[src/rtl/ccastles_pkg.sv]
// ccastles_pkg: slot owner type and window phase constants for the VRAM arbiter
package ccastles_pkg;

  typedef enum logic [1:0] {NONE, VID, CPU, REF} slot_owner_t;

  localparam logic [1:0] PH_VID  = 2'd0;
  localparam logic [1:0] PH_VCAP = 2'd1;
  localparam logic [1:0] PH_CPU  = 2'd2;
  localparam logic [1:0] PH_CCAP = 2'd3;

  function automatic logic is_ram_owner(input slot_owner_t o);
    return o == VID || o == CPU;
  endfunction

endpackage

[src/rtl/ccastles_refresh_timer.sv]
// ccastles_refresh_timer: counts windows and raises refresh pending/urgent until serviced
module ccastles_refresh_timer #(
  parameter int REFRESH_DIV = 32
) (
  input  logic clk,
  input  logic reset,
  input  logic win_end,
  input  logic service,
  output logic pending,
  output logic urgent
);

  localparam int TW = $clog2(REFRESH_DIV);

  logic [TW-1:0] timer;
  logic          tick;

  assign tick = win_end && timer == TW'(REFRESH_DIV - 1);

  // window divider; a tick on an already pending refresh escalates to urgent, more ticks are dropped
  always_ff @(posedge clk) begin
    if (reset) begin
      timer   <= '0;
      pending <= 1'b0;
      urgent  <= 1'b0;
    end else begin
      timer   <= win_end ? (tick ? '0 : timer + 1'b1) : timer;
      pending <= service ? 1'b0 : (pending | tick);
      urgent  <= service ? 1'b0 : (urgent | (tick & pending));
    end
  end

endmodule

[src/rtl/ccastles_vram_arbiter.sv]
// ccastles_vram_arbiter: 4-clock time-slot arbiter sharing one DRAM port between video, CPU and refresh
// Optional nibble (bit-mode) CPU writes are enabled by defining CCASTLES_BITMODE_EN.
module ccastles_vram_arbiter
  import ccastles_pkg::*;
#(
  parameter int REFRESH_DIV = 32
) (
  input  logic        clk,
  input  logic        reset,
  input  logic        vid_req,
  input  logic [15:0] vid_addr,
  output logic [7:0]  vid_data,
  output logic        vid_valid,
  input  logic        cpu_req,
  input  logic        cpu_we,
  input  logic        cpu_bitmd,
  input  logic        cpu_pixb,
  input  logic [15:0] cpu_addr,
  input  logic [7:0]  cpu_wdata,
  output logic [7:0]  cpu_rdata,
  output logic        cpu_ack,
  output logic        ram_en,
  output logic        ram_we,
  output logic [1:0]  ram_nwe,
  output logic [15:0] ram_addr,
  output logic [7:0]  ram_wdata,
  input  logic [7:0]  ram_rdata,
  output logic        ram_refresh,
  output logic [7:0]  refresh_row
);

  logic [1:0]  ph;
  slot_owner_t owner;
  slot_owner_t next_owner;
  logic        pending;
  logic        urgent;
  logic        cpu_wr;
  logic [1:0]  wr_nwe;
  logic [7:0]  wr_data;

  ccastles_refresh_timer #(.REFRESH_DIV(REFRESH_DIV)) u_timer (
    .clk     (clk),
    .reset   (reset),
    .win_end (ph == PH_CCAP),
    .service (next_owner == REF),
    .pending (pending),
    .urgent  (urgent)
  );

`ifdef CCASTLES_BITMODE_EN
  assign wr_nwe  = cpu_bitmd ? (cpu_pixb ? 2'b10 : 2'b01) : 2'b11;
  assign wr_data = cpu_bitmd ? {2{cpu_wdata[3:0]}} : cpu_wdata;
`else
  logic bitmode_unused;
  assign bitmode_unused = cpu_bitmd ^ cpu_pixb;
  assign wr_nwe  = 2'b11;
  assign wr_data = cpu_wdata;
`endif

  // slot decision: video slot falls back to refresh, an urgent refresh steals the CPU slot
  always_comb begin
    next_owner = NONE;
    if (ph == PH_VID)
      next_owner = vid_req ? VID : (pending ? REF : NONE);
    else if (ph == PH_CPU)
      next_owner = urgent ? REF : (cpu_req ? CPU : (pending ? REF : NONE));
  end

  assign cpu_wr = next_owner == CPU && cpu_we;

  // phase counter and owner of the access currently on the RAM port
  always_ff @(posedge clk) begin
    if (reset) begin
      ph    <= PH_VID;
      owner <= NONE;
    end else begin
      ph    <= ph + 2'd1;
      owner <= next_owner;
    end
  end

  // RAM port strobes for one clock; address and write data hold between accesses
  always_ff @(posedge clk) begin
    if (reset) begin
      ram_en      <= 1'b0;
      ram_we      <= 1'b0;
      ram_nwe     <= 2'b00;
      ram_refresh <= 1'b0;
      ram_addr    <= '0;
      ram_wdata   <= '0;
    end else begin
      ram_en      <= is_ram_owner(next_owner);
      ram_we      <= cpu_wr;
      ram_nwe     <= cpu_wr ? wr_nwe : 2'b00;
      ram_refresh <= next_owner == REF;
      ram_addr    <= next_owner == VID ? vid_addr : (next_owner == CPU ? cpu_addr : ram_addr);
      ram_wdata   <= cpu_wr ? wr_data : ram_wdata;
    end
  end

  // capture phase: return read data to the requester that owned the previous clock
  always_ff @(posedge clk) begin
    if (reset) begin
      vid_valid <= 1'b0;
      vid_data  <= '0;
      cpu_ack   <= 1'b0;
      cpu_rdata <= '0;
    end else begin
      vid_valid <= ph == PH_VCAP && owner == VID;
      vid_data  <= (ph == PH_VCAP && owner == VID) ? ram_rdata : vid_data;
      cpu_ack   <= ph == PH_CCAP && owner == CPU;
      cpu_rdata <= (ph == PH_CCAP && owner == CPU && !ram_we) ? ram_rdata : cpu_rdata;
    end
  end

  // refresh row advances once per serviced refresh slot
  always_ff @(posedge clk) begin
    if (reset)
      refresh_row <= '0;
    else
      refresh_row <= next_owner == REF ? refresh_row + 8'd1 : refresh_row;
  end

endmodule

[config.mk]
export PLATFORM = sky130hd
export DESIGN_NAME = ccastles_vram_arbiter
export DESIGN_NICKNAME = d
export VERILOG_FILES = /design/src/rtl/ccastles_pkg.sv /design/src/rtl/ccastles_refresh_timer.sv /design/src/rtl/ccastles_vram_arbiter.sv
export SDC_FILE = /design/constraint.sdc
export NUM_CORES = 1
export LEC_CHECK = 0
export ABC_AREA = 1
export ABC_CLOCK_PERIOD_IN_PS = 3450
export CORE_UTILIZATION = 48
export CTS_BUF_LIST = sky130_fd_sc_hd__clkbuf_2
export CTS_CLUSTER_SIZE = 25
export DETAILED_ROUTE_END_ITERATION = 10
export GPL_TIMING_DRIVEN = 1
export MAX_ROUTING_LAYER = met4
export PLACE_DENSITY = 0.95
export SLEW_MARGIN = 20
export SYNTH_ARGS = -nofsm -noshare
export SYNTH_HDL_FRONTEND = slang
export SYNTH_SLANG_ARGS = --single-unit
[constraint.sdc]
create_clock -name clk -period 3.45 [get_ports clk]
set_input_delay 0.345 -clock clk [delete_from_list [all_inputs] [get_ports clk]]
set_output_delay 0.345 -clock clk [all_outputs]
set_load 0.03 [all_outputs]
==> report_table.html, run 1 <==
<table>
<tr><th>Metric</th><th>Value</th></tr>
<tr><th colspan="2">Timing</th></tr>
<tr><td>RSZ-0062 raised after global routing</td><td>no</td></tr>
<tr><td>Final-layout setup total negative slack</td><td>0 ns</td></tr>
<tr><td>Final count of hold timing violations</td><td>0</td></tr>
<tr><td>Number of setup violations in the final report</td><td>0</td></tr>
<tr><td>Share of the cycle needed by the critical path after routing</td><td>roughly 76%</td></tr>
<tr><td>Post-route minimum period</td><td>~2.6 ns</td></tr>
<tr><td>Worst hold slack</td><td>~0.49 ns</td></tr>
<tr><td>Worst rel slew slack</td><td>42.4%</td></tr>
<tr><td>Final worst clock skew</td><td>0.0143 ns</td></tr>
<tr><td>Count of pins over their slew limit</td><td>0</td></tr>
<tr><td>Slew at the pin with the worst max-slew slack</td><td>about 0.86 ns</td></tr>
<tr><td>Maximum clock frequency</td><td>380 MHz</td></tr>
<tr><th colspan="2">Placement</th></tr>
<tr><td>Detailed Place HPWL</td><td>between 4 and 5 mm</td></tr>
<tr><td>Number of placed instances, taps included</td><td>roughly 530</td></tr>
<tr><td>GP Congestion</td><td>just under 0.8</td></tr>
<tr><td>Input/output buffers</td><td>around 110</td></tr>
<tr><th colspan="2">Power and ir drop</th></tr>
<tr><td>Cell Int Power</td><td>0.987 mW</td></tr>
<tr><td>Gate power share</td><td>about a fifth</td></tr>
<tr><td>Net Switching</td><td>0.407 mW</td></tr>
<tr><td>Peak ir drop on the vdd network</td><td>between 0.2 and 0.25 mV</td></tr>
<tr><td>Switching portion of total power</td><td>roughly 29%</td></tr>
<tr><td>Areal power density over the cells</td><td>around 360 mW/mm2</td></tr>
<tr><td>Leakage</td><td>approximately 1.6 nW</td></tr>
<tr><td>Part of the total power dissipated in sequential elements</td><td>between 50% and 60%</td></tr>
<tr><td>Proportion of power drawn by the clock network</td><td>roughly a quarter</td></tr>
<tr><th colspan="2">Floorplanning</th></tr>
<tr><td>IO Pins</td><td>110</td></tr>
<tr><td>Core area</td><td>between 0.005 and 0.006 mm2</td></tr>
<tr><td>Placement Rows</td><td>27</td></tr>
<tr><td>Die area</td><td>just over 0.006 mm2</td></tr>
<tr><td>Initial standard-cell utilization of the core</td><td>50.1%</td></tr>
<tr><td>DIE WIDTH</td><td>around 78 um</td></tr>
<tr><td>Die outline height</td><td>77.8 um</td></tr>
<tr><th colspan="2">Final layout</th></tr>
<tr><td>Final net count</td><td>between 500 and 600</td></tr>
<tr><td>Share of cells above drive strength 1</td><td>under 10%</td></tr>
<tr><td>Area Overhead vs Synth</td><td>41.3%</td></tr>
<tr><td>N_diodes</td><td>0</td></tr>
<tr><td>Layout Cells excl Fill</td><td>between 500 and 600</td></tr>
<tr><td>Fillers</td><td>around 440</td></tr>
<tr><th colspan="2">Setup path</th></tr>
<tr><td>Buffer and inverter count on the worst path</td><td>3</td></tr>
<tr><td>Startpoint Class</td><td>flop</td></tr>
<tr><td>Critical path class</td><td>reg2reg</td></tr>
<tr><td>Worst Path Required</td><td>around 3.8 ns</td></tr>
<tr><td>Critical Path Sink Type</td><td>flop</td></tr>
<tr><td>Max stage delay cell, worst path</td><td>or2_1</td></tr>
<tr><td>Largest fanout on the critical path</td><td>17</td></tr>
<tr><td>Register-to-Register Setup Slack</td><td>just over 0.8 ns</td></tr>
<tr><td>Kind of cell with the highest combined delay on the critical path</td><td>simple AND/OR/NAND/NOR gates</td></tr>
<tr><td>Critical path data arrival time</td><td>just under 3 ns</td></tr>
<tr><td>Stage delay of the slowest cell on the critical path</td><td>0.61 ns</td></tr>
<tr><td>Crit path cell chain</td><td>inv_1 &gt; ha_1 &gt; nor2_1 &gt; nand2_1 &gt; nand2_1 &gt; inv_1 &gt; ha_1 &gt; buf_4 &gt; or2_1 &gt; o21ai_0</td></tr>
<tr><th colspan="2">Worst hold path</th></tr>
<tr><td>Hold WC Path Type</td><td>reg2reg</td></tr>
<tr><th colspan="2">Clocking</th></tr>
<tr><td>Level count of the clock H-tree</td><td>3</td></tr>
<tr><td>Number of post-CTS setup repair buffers</td><td>0</td></tr>
<tr><td>CTS tree</td><td>yes</td></tr>
<tr><td>Hold buffers post-CTS</td><td>0</td></tr>
<tr><td>Number of CTS-inserted buffers</td><td>9</td></tr>
<tr><td>Number of buffers between clock root and the deepest sink</td><td>2</td></tr>
<tr><td>Cell at the root of the clock tree</td><td>clkbuf_2</td></tr>
<tr><td>Total number of clock tree sinks</td><td>64</td></tr>
<tr><td>Clock latency on the worst-skew pair</td><td>0.45 ns</td></tr>
<tr><td>Resized cells post-CTS</td><td>0</td></tr>
<tr><td>Clock-pin slew on the worst setup and hold paths</td><td>0.16 ns</td></tr>
<tr><th colspan="2">Synthesis</th></tr>
<tr><td>Flop and latch count out of synthesis</td><td>64</td></tr>
<tr><td>Top cells by area in the synthesized netlist</td><td>dfxtp_1, nor2_1, o21ai_0</td></tr>
<tr><td>Share of synthesized area occupied by flip-flops and latches</td><td>46.5%</td></tr>
<tr><td>Top-count cell post-synth</td><td>nor2_1</td></tr>
<tr><td>Number of distinct library cell variants in the gate-level netlist after synthesis</td><td>22</td></tr>
<tr><td>Ys async rst share</td><td>0%</td></tr>
<tr><td>Count of flip-flops with a built-in enable after synthesis</td><td>0</td></tr>
<tr><td>Post-synthesis average cell area</td><td>7.64 um2</td></tr>
<tr><td>Primary flip-flop cell chosen by synthesis mapping</td><td>dfxtp_1</td></tr>
<tr><td>Total standard cell area after synthesis</td><td>~0.0028 mm2</td></tr>
<tr><td>Largest area contributor in the netlist</td><td>dfxtp_1</td></tr>
<tr><td>Gate count of the mapped netlist</td><td>between 300 and 400</td></tr>
<tr><td>Yosys Warn Count</td><td>0</td></tr>
<tr><td>Commonest cells post-synth</td><td>nor2_1, dfxtp_1, nand2_1, o21ai_0, inv_1</td></tr>
<tr><td>Area share of the leading cell type in the synthesized netlist</td><td>approximately 46%</td></tr>
<tr><td>Net count after synthesis</td><td>~430</td></tr>
<tr><th colspan="2">Routing</th></tr>
<tr><td>Average routed wire per standard cell</td><td>between 10 and 15 um</td></tr>
<tr><td>Detailed-route vias per instance</td><td>around 4.9</td></tr>
<tr><td>Post-detailed-routing wire length</td><td>about 6.3 mm</td></tr>
<tr><td>Violation count after the first detailed-route iteration</td><td>86</td></tr>
<tr><td>Final ANT Viol Nets</td><td>0</td></tr>
<tr><td># DRC</td><td>0</td></tr>
<tr><td>Pre-Repair DR Iteration Count</td><td>4</td></tr>
<tr><td>Via Count</td><td>2652</td></tr>
<tr><th colspan="2">Run</th></tr>
<tr><td>Count of maximum capacitance violations</td><td>0</td></tr>
<tr><th colspan="2">GRT</th></tr>
<tr><td>Total GRT Usage</td><td>a little under a quarter</td></tr>
<tr><td>Antenna violations before repair</td><td>0</td></tr>
<tr><td>Congestion Overflow GR</td><td>0</td></tr>
<tr><td>First-pass GRT wire length</td><td>roughly 11 mm</td></tr>
<tr><td>Maximum number of pins on one net before global-route repair</td><td>33</td></tr>
<tr><td>Vias in the first global route</td><td>between 2000 and 2500</td></tr>
<tr><th colspan="2">Outcome</th></tr>
<tr><td>Outcome</td><td>complete, no violations</td></tr>
</table>
kinds of logic (layout without fill, tap and decap cells):
kind of cell / Yosys count / in the layout / share of synthesized area [%]
compound gates: 71 / 71 / 14.2
flops: 64 / 64 / 46.5
fa+ha+maj: 11 / 11 / 4.99
buf+inv: 56 / 163 / 9.53
simple gates: 159 / 159 / 24.8
cell usage in the layout (no fill, tap or decap):
cell             instances
nor3_1                   1
dfxtp_1                 64
o21ai_2                  9
nor2_1                  67
ha_1                    11
inv_1                   37
clkinvlp_4               1
nand2_1                 54
a21oi_1                 16
a21boi_0                 1
nor3b_1                  2
clkinv_1                 3
clkinv_2                 2
clkbuf_2                10
nand3b_1                 8
and3_1                   1
nand3_1                 23
or2_1                    1
clkdlybuf4s50_1        107
o21ai_0                 45
buf_4                    3
nor2_4                   2
per-stage QoR:
| step | instance area, um2 | util, % | setup slack [ns] | power, mW |
|---|---|---|---|---|
| 6_report | 3900 | 70.8 | 0.820 | 1.39 |
| 5_1_grt | 3900 | 70.8 | 0.683 | 1.47 |
| 4_1_cts | 3900 | 70.8 | 0.791 | 1.41 |
| 3_5_place_dp | 3820 | 69.4 | 0.740 | 1.08 |
| 3_3_place_gp | 3820 | 69.4 | 0.832 | 1.07 |
| 2_1_floorplan | 2760 | - | 1.38 | 0.953 |
layout make-up:
cell class	instances	area [um2]	share of cell area, %
multi-input cells	241	1210	31.1
clock inverters	5	25.0	0.642
repair buffers	110	1090	28.1
flip-flops and latches	64	1280	32.9
clock buffers	10	50.0	1.28
well taps	72	90.1	2.31
inverters	38	143	3.66
flip-flops by register name, summed over array words and instances, names as in the netlist:
signal / cells
ram_addr: 16
cpu_rdata: 8
ram_wdata: 8
refresh_row: 8
vid_data: 8
u_timer.timer: 5
owner: 2
ph: 2
cpu_ack: 1
ram_en: 1
ram_nwe: 1
ram_refresh: 1
u_timer.pending: 1
u_timer.urgent: 1
vid_valid: 1
final timing paths:
| check | start | endpoint | cells past startpoint |
|---|---|---|---|
| hold reg to reg | ph[0] | ph[0] | 1 |
| hold / removal | ph[0] | ph[0] | 1 |
| setup reg to reg | ph[0] | ram_addr[2] | 10 |
| setup / recovery | ph[0] | ram_addr[2] | 10 |
per-layer routing:
metal	GRT usage, %	wire [um]
met1	25.3	2640
met2	39.7	2910
met3	7.41	615
met4	10.8	115
met5	-	0
power by group through the flow:
| stage | sequential, mW | clock [mW] | combinational, mW |
|---|---|---|---|
| finish | 0.787 | 0.332 | 0.275 |
| floorplan | 0.851 | 0 | 0.102 |
| CTS | 0.787 | 0.346 | 0.277 |
| detailed placement | 0.803 | 0 | 0.275 |
| global route | 0.792 | 0.374 | 0.301 |
| global placement | 0.800 | 0 | 0.269 |
Note: power is estimated with default switching activity, not from simulation.
==> run 2, diff against run 1 <==
Settings changed: ABC_CLOCK_PERIOD_IN_PS 3450 to 2650, CORE_UTILIZATION 48 to 45, PLACE_DENSITY 0.95 to 0.93.
Clock period 3.45 ns to 2.65 ns, I/O delays scaled along.
==> run 2 against run 1 <==
Sequential cell count did not move. Routed wire length rose by 2.6%. Final cell count rose by 0.93%. Power rose by 47%. Core utilization fell by 3.8 points. Die area rose by 6.5%. Critical path depth fell by 1. Non-clock buffer count rose by 1. Register-to-register slack got worse by 0.48 ns. Fmax rose by 14%. Critical endpoint is now ram_addr[4]. Largest cell class unchanged. Highest routed layer unchanged.
==> report_table.html, run 2 (synthesized netlist as in run 1, its figures left out) <==
<table>
<tr><th>Metric</th><th>Value</th></tr>
<tr><th colspan="2">Outcome</th></tr>
<tr><td>Outcome</td><td>complete, no violations (unchanged)</td></tr>
<tr><th colspan="2">Setup path</th></tr>
<tr><td>Critical R2R Capture</td><td>ram_addr[4] (was ram_addr[2])</td></tr>
<tr><td>Register-to-Register Setup Slack</td><td>0.33 ns (was 0.82 ns)</td></tr>
<tr><td>Critical path class</td><td>reg2reg (unchanged)</td></tr>
<tr><td>Largest fanout on the critical path</td><td>17 (unchanged)</td></tr>
<tr><td>RR Startpoint</td><td>ph[0] (unchanged)</td></tr>
<tr><td>Crit path cell chain</td><td>inv_1 &gt; ha_1 &gt; nor2_1 &gt; nand2_1 &gt; nand2_1 &gt; inv_1 &gt; ha_1 &gt; or2_1 &gt; o21ai_0 (was inv_1 &gt; ha_1 &gt; nor2_1 &gt; nand2_1 &gt; nand2_1 &gt; inv_1 &gt; ha_1 &gt; buf_4 &gt; or2_1 &gt; o21ai_0)</td></tr>
<tr><td>Stage delay of the slowest cell on the critical path</td><td>0.55 ns (was 0.61 ns)</td></tr>
<tr><td>Cells on worst reg2reg path</td><td>9 (was 10)</td></tr>
<tr><td>Critical Path Sink Type</td><td>flop (unchanged)</td></tr>
<tr><td>Max stage delay cell, worst path</td><td>or2_1 (unchanged)</td></tr>
<tr><td>Worst Path Required</td><td>2.98 ns (was 3.77 ns)</td></tr>
<tr><td>Buffer and inverter count on the worst path</td><td>2 (was 3)</td></tr>
<tr><td>Critical path data arrival time</td><td>2.65 ns (was 2.95 ns)</td></tr>
<tr><td>Kind of cell with the highest combined delay on the critical path</td><td>simple AND/OR/NAND/NOR gates (unchanged)</td></tr>
<tr><td>Startpoint Class</td><td>flop (unchanged)</td></tr>
<tr><th colspan="2">Timing</th></tr>
<tr><td>Share of the cycle needed by the critical path after routing</td><td>87.4% (was 76.2%)</td></tr>
<tr><td>Final count of hold timing violations</td><td>0 (unchanged)</td></tr>
<tr><td>RSZ-0062 raised after global routing</td><td>no (unchanged)</td></tr>
<tr><td>Final worst clock skew</td><td>0.0312 ns (was 0.0143 ns)</td></tr>
<tr><td>Maximum clock frequency</td><td>432 MHz (was 380 MHz)</td></tr>
<tr><td>Final-layout setup total negative slack</td><td>0 ns (unchanged)</td></tr>
<tr><td>Worst rel slew slack</td><td>54.1% (was 42.4%)</td></tr>
<tr><td>Count of pins over their slew limit</td><td>0 (unchanged)</td></tr>
<tr><td>Number of setup violations in the final report</td><td>0 (unchanged)</td></tr>
<tr><td>Slew at the pin with the worst max-slew slack</td><td>0.688 ns (was 0.863 ns)</td></tr>
<tr><td>Post-route minimum period</td><td>2.32 ns (was 2.63 ns)</td></tr>
<tr><td>Worst hold slack</td><td>0.375 ns (was 0.493 ns)</td></tr>
<tr><th colspan="2">Final layout</th></tr>
<tr><td>Fillers</td><td>489 (was 436)</td></tr>
<tr><td>Footprint of the multi-input gates</td><td>0.00121 mm2 (unchanged)</td></tr>
<tr><td>Reg with most FFs</td><td>ram_addr (unchanged)</td></tr>
<tr><td>Share of cells above drive strength 1</td><td>6.60% (was 5.77%)</td></tr>
<tr><td>Leading cell type in the layout, fill and taps excluded</td><td>clkdlybuf4s50_1 (unchanged)</td></tr>
<tr><td>N_diodes</td><td>0 (unchanged)</td></tr>
<tr><td>Area Overhead vs Synth</td><td>43.8% (was 41.3%)</td></tr>
<tr><td>Highest-count cells in the layout ignoring fill and taps</td><td>clkdlybuf4s50_1, nor2_1, dfxtp_1 (unchanged)</td></tr>
<tr><td>Total area of sequential cells</td><td>0.00128 mm2 (unchanged)</td></tr>
<tr><td>Final net count</td><td>531 (was 530)</td></tr>
<tr><td>Max reg flops</td><td>16 (unchanged)</td></tr>
<tr><th colspan="2">Placement</th></tr>
<tr><td>Detailed Place HPWL</td><td>4.90 mm (was 4.84 mm)</td></tr>
<tr><td>Input/output buffers</td><td>107 (unchanged)</td></tr>
<tr><td>GP Congestion</td><td>0.807 (was 0.779)</td></tr>
<tr><th colspan="2">Floorplanning</th></tr>
<tr><td>IO Pins</td><td>110 (unchanged)</td></tr>
<tr><td>Core area</td><td>0.00592 mm2 (was 0.00551 mm2)</td></tr>
<tr><td>Initial standard-cell utilization of the core</td><td>46.6% (was 50.1%)</td></tr>
<tr><td>Die outline height</td><td>80.3 um (was 77.8 um)</td></tr>
<tr><td>Placement Rows</td><td>28 (was 27)</td></tr>
<tr><td>Die area</td><td>0.00644 mm2 (was 0.00605 mm2)</td></tr>
<tr><td>DIE WIDTH</td><td>80.3 um (was 77.8 um)</td></tr>
<tr><th colspan="2">Clocking</th></tr>
<tr><td>Total number of clock tree sinks</td><td>64 (unchanged)</td></tr>
<tr><td>Level count of the clock H-tree</td><td>3 (unchanged)</td></tr>
<tr><td>CTS tree</td><td>yes (unchanged)</td></tr>
<tr><td>Clock latency on the worst-skew pair</td><td>0.49 ns (was 0.45 ns)</td></tr>
<tr><td>Number of post-CTS setup repair buffers</td><td>0 (unchanged)</td></tr>
<tr><td>Clock-pin slew on the worst setup and hold paths</td><td>0.20 ns (was 0.16 ns)</td></tr>
<tr><td>Number of CTS-inserted buffers</td><td>9 (unchanged)</td></tr>
<tr><td>Cell at the root of the clock tree</td><td>clkbuf_2 (unchanged)</td></tr>
<tr><td>Hold buffers post-CTS</td><td>0 (unchanged)</td></tr>
<tr><td>Resized cells post-CTS</td><td>0 (unchanged)</td></tr>
<tr><td>Number of buffers between clock root and the deepest sink</td><td>2 (unchanged)</td></tr>
<tr><th colspan="2">GRT</th></tr>
<tr><td>Total GRT Usage</td><td>21.8% (was 23.6%)</td></tr>
<tr><td>Vias in the first global route</td><td>2561 (was 2495)</td></tr>
<tr><td>Antenna violations before repair</td><td>0 (unchanged)</td></tr>
<tr><td>Congestion Overflow GR</td><td>0 (unchanged)</td></tr>
<tr><td>First-pass GRT wire length</td><td>10.5 mm (was 10.8 mm)</td></tr>
<tr><td>Maximum number of pins on one net before global-route repair</td><td>33 (unchanged)</td></tr>
<tr><th colspan="2">Power and ir drop</th></tr>
<tr><td>Gate power share</td><td>17.6% (was 19.7%)</td></tr>
<tr><td>Net Switching</td><td>0.561 mW (was 0.407 mW)</td></tr>
<tr><td>Switching portion of total power</td><td>27.4% (was 29.2%)</td></tr>
<tr><td>Areal power density over the cells</td><td>516 mW/mm2 (was 358 mW/mm2)</td></tr>
<tr><td>Proportion of power drawn by the clock network</td><td>32.4% (was 23.8%)</td></tr>
<tr><td>Peak ir drop on the vdd network</td><td>0.281 mV (was 0.221 mV)</td></tr>
<tr><td>Cell Int Power</td><td>1.49 mW (was 0.987 mW)</td></tr>
<tr><td>Part of the total power dissipated in sequential elements</td><td>50.1% (was 56.5%)</td></tr>
<tr><td>Leakage</td><td>1.65 nW (was 1.62 nW)</td></tr>
<tr><th colspan="2">Routing</th></tr>
<tr><td>Post-detailed-routing wire length</td><td>6.44 mm (was 6.28 mm)</td></tr>
<tr><td>Average routed wire per standard cell</td><td>11.8 um (was 11.6 um)</td></tr>
<tr><td>Detailed-route vias per instance</td><td>4.91 (about the same)</td></tr>
<tr><td>Violation count after the first detailed-route iteration</td><td>79 (was 86)</td></tr>
<tr><td># DRC</td><td>0 (unchanged)</td></tr>
<tr><td>Final ANT Viol Nets</td><td>0 (unchanged)</td></tr>
<tr><td>Pre-Repair DR Iteration Count</td><td>4 (unchanged)</td></tr>
<tr><td>Via Count</td><td>2675 (was 2652)</td></tr>
<tr><th colspan="2">Worst hold path</th></tr>
<tr><td>Worst min-delay path endpoint</td><td>vid_data[4] (was ph[0])</td></tr>
<tr><td>Hold WC Path Type</td><td>in2reg (was reg2reg)</td></tr>
<tr><td>Hold path startpoint</td><td>ram_rdata[4] (was ph[0])</td></tr>
<tr><td>Hold-critical path depth</td><td>3 (was 1)</td></tr>
<tr><th colspan="2">Run</th></tr>
<tr><td>Count of maximum capacitance violations</td><td>0 (unchanged)</td></tr>
</table>
[run 2: cell types whose count changed in the layout (fill, tap and decap cells not counted)]
cell        previous run  this run
clkinv_1               3         1
clkinvlp_4             1         0
clkinv_4               0         1
clkinv_2               2         3
bufinv_16              0         2
buf_4                  3         4
[run 2: power groups by stage]
| stage | Sequential [mW] | Clock [mW] | Combinational (mW) |
|---|---|---|---|
| 2_1_floorplan | 1.11 | 0 | 0.133 |
| 3_3_place_gp | 1.04 | 0 | 0.353 |
| 3_5_place_dp | 1.04 | 0 | 0.360 |
| 4_1_cts | 1.03 | 0.677 | 0.362 |
| 5_1_grt | 1.03 | 0.711 | 0.392 |
| 6_report | 1.03 | 0.663 | 0.360 |
[run 2: final cells by class]
| class | instances | area share (%) |
|---|---|---|
| sequential | 64 | 32.3 |
| inverter | 38 | 3.60 |
| clock buffer | 10 | 1.26 |
| multi-input combinational | 241 | 30.6 |
| timing repair buffer | 111 | 27.8 |
| tap | 75 | 2.37 |
| clock inverter | 6 | 2.11 |
[run 2: worst max path at each step]
stage | from | to | slack (ns) | cells past startpoint
final | ph[0] | ram_addr[4] | 0.33 | 9
after global routing | ph[0] | ram_addr[2] | 0.13 | 9
after CTS | ph[0] | ram_addr[2] | 0.31 | 9
after detailed placement | cpu_req | ram_addr[2] | 0.29 | 8
after global placement | cpu_req | ram_addr[0] | 0.34 | 8
after floorplan | ph[0] | ram_addr[10] | 0.58 | 12
[run 2: metrics by stage]
| step | std cells | area (um2) | setup WS [ns] | util [%] | power [mW] |
|---|---|---|---|---|---|
| global route | 545 | 3970 | 0.126 | 67.0 | 2.13 |
| CTS | 545 | 3970 | 0.312 | 67.0 | 2.07 |
| detailed placement | 529 | 3830 | 0.287 | 64.7 | 1.40 |
| global placement | 529 | 3830 | 0.342 | 64.7 | 1.40 |
| finish | 545 | 3970 | 0.335 | 67.0 | 2.05 |
| floorplan | 361 | 2760 | 0.576 | - | 1.24 |
[run 2: per-layer routing]
| metal | global-route usage, % | vias up | wire length [um] |
|---|---|---|---|
| met5 | - | - | 0 |
| met4 | 10.0 | 0 | 93 |
| met3 | 5.80 | 7 | 557 |
| met2 | 38.7 | 120 | 3100 |
| met1 | 22.4 | 1190 | 2690 |
| li1 | - | 1358 | - |
[run 2: worst min-delay path, delay by kind of cell]
family | cells | cell delay [ns]
buf+inv | 1 | 0.43
simple gates | 2 | 0.16
